[src/rtl/branch_predictor_pkg.sv]
// -----------------------------------------------------------------------------
// branch_predictor_pkg
// Shared definitions for the conditional-branch predictor slice:
//   - RV32I opcode[6:2] encodings used by the fetch/kill logic
//   - 2-bit saturating counter state names
//   - B-immediate extraction and saturating counter step helpers
// -----------------------------------------------------------------------------
package branch_predictor_pkg;

    localparam logic [4:0] B_TYPE    = 5'b11000;
    localparam logic [4:0] JAL_TYPE  = 5'b11011;
    localparam logic [4:0] JALR_TYPE = 5'b11001;

    // Counter states: strongly/weakly not-taken, weakly/strongly taken.
    typedef enum logic [1:0] {
        SNT = 2'b00,
        WNT = 2'b01,
        WT  = 2'b10,
        ST  = 2'b11
    } bht_cnt_e;

    // True when the instruction is a conditional branch.
    function automatic logic is_btype(input logic [31:0] inst);
        return (inst[6:2] == B_TYPE);
    endfunction

    // Sign-extended B-type immediate (bit 0 is always zero).
    function automatic logic [31:0] b_imm(input logic [31:0] inst);
        return {{19{inst[31]}}, inst[31], inst[7], inst[30:25], inst[11:8], 1'b0};
    endfunction

    // One training step of a 2-bit counter; clamps at both ends.
    function automatic logic [1:0] sat_next(input logic [1:0] cnt, input logic taken);
        logic [1:0] r;
        if (taken) begin
            if (cnt == ST) r = ST;
            else           r = cnt + 2'd1;
        end else begin
            if (cnt == SNT) r = SNT;
            else            r = cnt - 2'd1;
        end
        return r;
    endfunction

endpackage

[src/rtl/branch_predictor_if.sv]
// -----------------------------------------------------------------------------
// branch_predictor_if
// Pipeline <-> predictor signal bundle.
//   master : pipeline side (drives F/X stage info, consumes prediction results)
//   slave  : predictor side
// Signals: stall, pcF, instF, predict_taken, predict_target, pcX, instX,
//          in_killX, branch_taken, branch_target, predict_fail, redirect_pc,
//          branch_count, mispredict_count.
// -----------------------------------------------------------------------------
interface branch_predictor_if;
    logic        stall;
    logic [31:0] pcF;
    logic [31:0] instF;
    logic        predict_taken;
    logic [31:0] predict_target;
    logic [31:0] pcX;
    logic [31:0] instX;
    logic        in_killX;
    logic        branch_taken;
    logic [31:0] branch_target;
    logic        predict_fail;
    logic [31:0] redirect_pc;
    logic [31:0] branch_count;
    logic [31:0] mispredict_count;

    modport master (
        output stall, pcF, instF, pcX, instX, in_killX, branch_taken, branch_target,
        input  predict_taken, predict_target, predict_fail, redirect_pc,
               branch_count, mispredict_count
    );

    modport slave (
        input  stall, pcF, instF, pcX, instX, in_killX, branch_taken, branch_target,
        output predict_taken, predict_target, predict_fail, redirect_pc,
               branch_count, mispredict_count
    );
endinterface

[src/rtl/branch_predictor_bht_sat_counter_table.sv]
// -----------------------------------------------------------------------------
// bht_sat_counter_table
// 2^IDX_W entries of 2-bit saturating counters.
//   clk, rst      : clock, synchronous active-high reset (all entries -> CNT_INIT)
//   rd_idx_i      : combinational read index
//   rd_cnt_o      : counter at rd_idx_i (pre-update value in an update cycle)
//   upd_en_i      : train the entry at upd_idx_i on this edge
//   upd_idx_i     : entry to train
//   upd_taken_i   : step direction (1 = towards taken)
// -----------------------------------------------------------------------------
module bht_sat_counter_table
    import branch_predictor_pkg::*;
#(
    parameter int          IDX_W    = 6,
    parameter logic [1:0]  CNT_INIT = 2'b01
) (
    input  logic             clk,
    input  logic             rst,
    input  logic [IDX_W-1:0] rd_idx_i,
    output logic [1:0]       rd_cnt_o,
    input  logic             upd_en_i,
    input  logic [IDX_W-1:0] upd_idx_i,
    input  logic             upd_taken_i
);
    localparam int DEPTH = 1 << IDX_W;

    logic [1:0] cnt_q [DEPTH];
    logic [1:0] upd_cnt_d;

    // No bypass: a read hitting the entry being trained sees the old value.
    assign rd_cnt_o  = cnt_q[rd_idx_i];
    assign upd_cnt_d = sat_next(cnt_q[upd_idx_i], upd_taken_i);

    // Counter array: reset to the init value, otherwise train one entry.
    always_ff @(posedge clk) begin
        if (rst) begin
            for (int i = 0; i < DEPTH; i++) begin
                cnt_q[i] <= CNT_INIT;
            end
        end else if (upd_en_i) begin
            cnt_q[upd_idx_i] <= upd_cnt_d;
        end
    end
endmodule

[src/rtl/branch_predictor.sv]
// -----------------------------------------------------------------------------
// branch_predictor
// Predicts conditional-branch direction in F, carries the prediction through
// D and X, flags mispredicts in X and supplies the restart PC.
//   clk, rst : clock, synchronous active-high reset
//   bp       : branch_predictor_if.slave bundle (see interface header)
// -----------------------------------------------------------------------------
module branch_predictor
    import branch_predictor_pkg::*;
#(
    parameter int         IDX_W    = 6,
    parameter logic [1:0] CNT_INIT = 2'b01
) (
    input  logic                clk,
    input  logic                rst,
    branch_predictor_if.slave   bp
);
    logic [1:0]  rd_cnt_s;
    logic        predict_taken_s;
    logic        valid_br_s;
    logic        predict_fail_s;

    logic        pred_d_q, pred_d_d;
    logic        pred_x_q, pred_x_d;
    logic [31:0] branch_count_q, branch_count_d;
    logic [31:0] mispredict_count_q, mispredict_count_d;

    // Instruction bits not involved in opcode or immediate decode.
    logic        unused_s;
    assign unused_s = ^{bp.instF[24:12], bp.instF[1:0], bp.instX[31:7], bp.instX[1:0]};

    bht_sat_counter_table #(
        .IDX_W    (IDX_W),
        .CNT_INIT (CNT_INIT)
    ) u_bht (
        .clk         (clk),
        .rst         (rst),
        .rd_idx_i    (bp.pcF[IDX_W+1:2]),
        .rd_cnt_o    (rd_cnt_s),
        .upd_en_i    (valid_br_s),
        .upd_idx_i   (bp.pcX[IDX_W+1:2]),
        .upd_taken_i (bp.branch_taken)
    );

    assign predict_taken_s = is_btype(bp.instF) && rd_cnt_s[1];
    assign valid_br_s      = !bp.in_killX && is_btype(bp.instX);
    assign predict_fail_s  = valid_br_s && (pred_x_q != bp.branch_taken);

    assign bp.predict_taken    = predict_taken_s;
    assign bp.predict_target   = bp.pcF + b_imm(bp.instF);
    assign bp.predict_fail     = predict_fail_s;
    assign bp.redirect_pc      = bp.branch_taken ? bp.branch_target : (bp.pcX + 32'd4);
    assign bp.branch_count     = branch_count_q;
    assign bp.mispredict_count = mispredict_count_q;

    // Next state for the prediction pipe and the perf counters.
    always_comb begin
        pred_d_d           = pred_d_q;
        pred_x_d           = 1'b0;
        branch_count_d     = branch_count_q;
        mispredict_count_d = mispredict_count_q;

        // A stall freezes D and pushes a bubble (not-taken) into X.
        if (!bp.stall) begin
            pred_d_d = predict_taken_s;
            pred_x_d = pred_d_q;
        end else begin
            pred_d_d = pred_d_q;
            pred_x_d = 1'b0;
        end

        if (valid_br_s) begin
            branch_count_d = branch_count_q + 32'd1;
        end else begin
            branch_count_d = branch_count_q;
        end

        if (predict_fail_s) begin
            mispredict_count_d = mispredict_count_q + 32'd1;
        end else begin
            mispredict_count_d = mispredict_count_q;
        end
    end

    // State registers with synchronous reset.
    always_ff @(posedge clk) begin
        if (rst) begin
            pred_d_q           <= 1'b0;
            pred_x_q           <= 1'b0;
            branch_count_q     <= 32'd0;
            mispredict_count_q <= 32'd0;
        end else begin
            pred_d_q           <= pred_d_d;
            pred_x_q           <= pred_x_d;
            branch_count_q     <= branch_count_d;
            mispredict_count_q <= mispredict_count_d;
        end
    end
endmodule

[src/flat_wrapper.sv]
// flat-port wrapper written by rule: the top's interface ports become plain ports
module branch_predictor_flat import branch_predictor_pkg::*;
#(
    parameter int         IDX_W    = 6,
    parameter logic [1:0] CNT_INIT = 2'b01
)
  (clk, rst, bp_stall, bp_pcF, bp_instF, bp_pcX, bp_instX, bp_in_killX, bp_branch_taken, bp_branch_target, bp_predict_taken, bp_predict_target, bp_predict_fail, bp_redirect_pc, bp_branch_count, bp_mispredict_count);
  branch_predictor_if bp_i ();
  input  logic clk;
  input  logic rst;
  input wire logic [$bits(bp_i.stall)-1:0] bp_stall;
  input wire logic [$bits(bp_i.pcF)-1:0] bp_pcF;
  input wire logic [$bits(bp_i.instF)-1:0] bp_instF;
  input wire logic [$bits(bp_i.pcX)-1:0] bp_pcX;
  input wire logic [$bits(bp_i.instX)-1:0] bp_instX;
  input wire logic [$bits(bp_i.in_killX)-1:0] bp_in_killX;
  input wire logic [$bits(bp_i.branch_taken)-1:0] bp_branch_taken;
  input wire logic [$bits(bp_i.branch_target)-1:0] bp_branch_target;
  output wire logic [$bits(bp_i.predict_taken)-1:0] bp_predict_taken;
  output wire logic [$bits(bp_i.predict_target)-1:0] bp_predict_target;
  output wire logic [$bits(bp_i.predict_fail)-1:0] bp_predict_fail;
  output wire logic [$bits(bp_i.redirect_pc)-1:0] bp_redirect_pc;
  output wire logic [$bits(bp_i.branch_count)-1:0] bp_branch_count;
  output wire logic [$bits(bp_i.mispredict_count)-1:0] bp_mispredict_count;
  assign bp_i.stall = bp_stall;
  assign bp_i.pcF = bp_pcF;
  assign bp_i.instF = bp_instF;
  assign bp_i.pcX = bp_pcX;
  assign bp_i.instX = bp_instX;
  assign bp_i.in_killX = bp_in_killX;
  assign bp_i.branch_taken = bp_branch_taken;
  assign bp_i.branch_target = bp_branch_target;
  assign bp_predict_taken = bp_i.predict_taken;
  assign bp_predict_target = bp_i.predict_target;
  assign bp_predict_fail = bp_i.predict_fail;
  assign bp_redirect_pc = bp_i.redirect_pc;
  assign bp_branch_count = bp_i.branch_count;
  assign bp_mispredict_count = bp_i.mispredict_count;
  branch_predictor #(.IDX_W(IDX_W), .CNT_INIT(CNT_INIT)) u_core (.clk(clk), .rst(rst), .bp(bp_i));
endmodule
[config.mk]
export PLATFORM = sky130hd
export DESIGN_NAME = branch_predictor_flat
export DESIGN_NICKNAME = d
export VERILOG_FILES = /design/src/rtl/branch_predictor_pkg.sv /design/src/rtl/branch_predictor_if.sv /design/src/rtl/branch_predictor_bht_sat_counter_table.sv /design/src/rtl/branch_predictor.sv /design/src/flat_wrapper.sv
export SDC_FILE = /design/constraint.sdc
export NUM_CORES = 1
export LEC_CHECK = 0
export BUFFER_PORTS_ARGS = -buffer_cell sky130_fd_sc_hd__buf_2
export CAP_MARGIN = 20
export CORE_MARGIN = 2
export CORE_UTILIZATION = 40
export DETAILED_ROUTE_END_ITERATION = 10
export PLACE_DENSITY = 0.61
export SYNTH_ARGS = -nofsm -noshare
export SYNTH_HDL_FRONTEND = slang
export SYNTH_SLANG_ARGS = --single-unit
[constraint.sdc]
create_clock -name clk -period 3.1 [get_ports clk]
set_input_delay 0.31 -clock clk [delete_from_list [all_inputs] [get_ports clk]]
set_output_delay 0.31 -clock clk [all_outputs]
set_load 0.05 [all_outputs]
==> results.txt <==
----------------------------------------------------
[Detailed routing]
  Routed wire length per instance ... 17.5 um
  1st-pass router iterations ... 5
  Vias per inst ... 5.40
  Starting DRT DRC Count ... 621
  Total DRC errors in the routed layout ... 0
  Total number of vias ... 10.7k
  Total Routed Length ... 34800 um
  Final ANT Viol Nets ... 0

[Synth]
  Most area-hungry cell type in the Yosys netlist ... edfxtp_1
  Number of library cell types mapped by synthesis ... 59
  Syn avg cell area ... 9.38 um^2
  Nets in the synthesized netlist ... 1502
  Synthesized instance count ... 1303
  Primary FF master, synth ... edfxtp_1
  Largest cells by area after synthesis ... edfxtp_1, dfxtp_1, mux4_2
  Seq/Total Area, Yosys ... 0.423
  Proportion of register bits with asynchronous set or reset after synthesis ... 0
  Post-synth design cell area ... 12200 um^2
  Number of register bits inferred by synthesis ... 194
  Proportion of netlist area held by the largest area contributor ... 0.315
  Ranking of synthesized cells by instance count ... nand2_1, nor2_1, edfxtp_1
  Yosys synthesis warning count ... 0
  Count of flip-flops with a built-in enable after synthesis ... 128
  Most common cell in the synthesized netlist ... nand2_1

[Setup path]
  Cell occurring most often along the worst timing path ... buf_6
  Crit Reg-Reg Endpoint ... u_core.u_bht.cnt_q[14][1]
  Startpoint kind of the worst setup timing path ... primary input
  WP data arrival ... 2.73 ns
  Combined buffer and inverter count along the critical path ... 3
  Highest-delay cell along the critical path ... fa_2
  Largest stage delay on the critical path ... 0.33 ns
  Peak fanout along the critical path ... 3
  WP data required ... 2.79 ns
  Cells along the critical path ... buf_6 > ha_4 > fa_2 > a21o_1 > a221oi_4 > a21oi_2 > o2111ai_1 > o21ai_1 > a41oi_2 > buf_6 > mux2i_4 > nand3_4 > buf_8
  CP Class ... primary input to output port
  Critical path endpoint category ... output port
  Crit path max-delay family ... compound AO/OA/AOI/OAI gates
  Reg2Reg Depth ... 10
  Crit Reg-Reg Startpoint ... u_core.u_bht.cnt_q[63][1]
  Flop-to-flop setup slack ... 0.13 ns

[Floorplanning]
  DIE HEIGHT ... 179 um
  Standard-cell rows ... 63
  Initial Utilization ... 0.409
  Die width ... 179 um
  Core Area ... 29900 um^2
  Number of top-level pins ... 295
  Die footprint ... 32000 um^2

[Clock tree]
  Number of levels in the clock H-tree ... 4
  Inserted Clock Buffers ... 17
  Root buffer cell ... clkbuf_16
  Number of sinks on the clock net ... 194
  Worst-path clk slew ... 0.07 ns
  CTS Hold Bufs ... 0
  CTS tree ... yes
  Clock latency of the later-clocked register in the worst-skew pair ... 0.45 ns
  Maximum clock insertion buffer count ... 2

[Timing]
  Final count of pins violating max slew ... 0
  Slew of the pin with the lowest slew margin ... 0.717 ns
  Post-route minimum period ... 3.04 ns
  Highest clock rate ... 0.329 GHz
  Maximum clock skew at final layout ... 0.0198 ns
  Worst slew margin relative to its limit ... 0.521
  RSZ-0062 raised after global routing ... yes
  Hold Vio Cnt, Final ... 0
  Final worst path period share ... 0.981
  Final setup violation count ... 0

[GRT]
  Initial antenna violation count ... 0
  Pin count of the biggest net entering global routing ... 67
  Met2 usage in global routing ... 0.361
  GRT met1 Usage ... 0.280
  GRT Max-Usage Layer ... met2
  Remaining global-route overflow ... 0
  Fraction of met3 tracks used by global routing ... 0.0384
  Total Routing Usage GR ... 0.214
  Vias in the first global route ... 10.4k
  Wire length of the first global-routing pass ... 53600 um

[Place]
  Count of buffers inserted at the top-level ports ... 250
  Placed cell count ... 1947
  Area after detailed placement ... 14500 um^2
  Placer congestion estimate ... 0.865
  Detailed Place HPWL ... 25800 um

[Min path]
  Startpoint of the tightest hold check path ... bp_stall
  Class of the most critical hold timing path ... primary input to flip-flop
  Worst Hold Path EP ... u_core.pred_x_q
  Hold Path Cell Cnt ... 2

[Run status]
  Run status ... completed

[Layout]
  Final instance area ... 15300 um^2
  Number of nets in the finished design ... 1781
  Layout Area Growth over Synthesis ... 25.3%
  Final Non-Filler Cells ... 1985
  Multi-input gate area ... 6810 um^2
  Fraction of final layout cells with drive strength greater than 1 ... 0.327
  Number of diodes ... 0
  # fillers ... 2788
  Share of the core filled with cells ... 0.512
  Area taken by flip-flops and latches ... 5160 um^2

[Pwr]
  Lkg Pwr ... 5.92 nW
  Power Density ... 443 nW/um^2
  Worst supply voltage drop on vdd ... 0.378 mV
  Tot Pwr ... 6.78 mW

[Run]
  # Max-Cap Violations ... 0

----------------------------------------------------
[worst register-to-register path, stage by stage (launching register included)]
cell	delay, ns
edfxtp_1	0.42
mux4_2	0.48
mux2i_1	0.22
o221ai_1	0.16
a2111oi_1	0.39
nand3_1	0.13
buf_4	0.17
o21a_1	0.21
a21oi_4	0.18
buf_12	0.24
nor3_1	0.10
[power by group]
| part | total, mW | internal (mW) | switching, mW | leakage [nW] |
|---|---|---|---|---|
| Sequential | 2.80 | 2.78 | 0.0211 | 1.65 |
| Clock | 2.24 | 1.14 | 1.10 | 0.296 |
| Combinational | 1.75 | 0.624 | 1.12 | 3.98 |
| Total | 6.78 | 4.54 | 2.25 | 5.92 |
[layout make-up]
cell class              count  share of cell area
clock buffers              19              0.0297
flip-flops and latches    194               0.338
repair buffers            350               0.141
inverters                  19             0.00466
well taps                 390              0.0319
multi-input cells        1000               0.445
clock inverters            13              0.0102
[placed cells by master, fill, tap and decap left out, types with 16 or more instances in the layout]
cell / count
xnor2_1: 30
or2_2: 56
nor2b_1: 16
and3_1: 17
a21oi_1: 42
nand4_1: 32
buf_2: 239
inv_1: 18
xor2_1: 75
buf_4: 95
nand2_1: 162
clkbuf_16: 18
nor3_1: 73
nor2_1: 144
ha_1: 32
mux2_2: 17
edfxtp_1: 128
dfxtp_1: 66
nand3_1: 45
o21ai_0: 32
mux4_2: 33
[sequential cells by signal (all words and copies together), names as in the netlist]
| name | cells |
|---|---|
| u_core.bp.mispredict_count | 32 |
| u_core.pred_d_q | 1 |
| u_core.bp.branch_count | 32 |
| u_core.u_bht.cnt_q | 128 |
| u_core.pred_x_q | 1 |
[layer usage]
layer / share of wire / wire length [um]
met5: 0 / 0
met4: 0.020 / 682
met3: 0.062 / 2160
met2: 0.48 / 16800
met1: 0.44 / 15200
[logic make-up after synthesis]
group | count (synthesis) | synth area share
and+or+nand+nor | 614 | 0.245
DFF | 194 | 0.423
AOI/OAI and AO/OA | 177 | 0.0916
xor gates and xnor gates | 112 | 0.0803
buffers and inverters | 109 | 0.0377
muxes | 62 | 0.0863
adders and majority gates | 35 | 0.0363
[how the worst max path moves through the flow]
stage                                 end   startpoint  depth (start not counted)  slack (ns)
global placement    bp_predict_target[31]  bp_instF[8]                         12       -0.31
detailed placement  bp_predict_target[31]  bp_instF[8]                         12       -0.41
floorplan           bp_predict_target[31]  bp_instF[8]                         10       -0.15
CTS                 bp_predict_target[29]    bp_pcF[1]                         12       -0.02
global route        bp_predict_target[28]    bp_pcF[5]                         11       -0.05
finish              bp_predict_target[29]    bp_pcF[1]                         13        0.06
[metrics by stage]
stage | hold WS [ns] | setup WS, ns | TNS [ns]
finish | 0.0636 | 0.0601 | 0
global route | 0.0646 | -0.0465 | -0.0943
CTS | 0.0506 | -0.0157 | -0.0281
detailed placement | 0.465 | -0.408 | -7.04
global placement | 0.462 | -0.314 | -2.48
floorplan | 0.386 | -0.150 | -0.150
[timing repair]
item | CTS | global route
pin swaps | 9 | 13
buffers inserted | 4 | 2
gates resized for setup | 24 | 14
endpoints found under the hold margin | 0 | 0
endpoints found under the setup margin | 14 | 12
(Power assumes the default switching activity.)
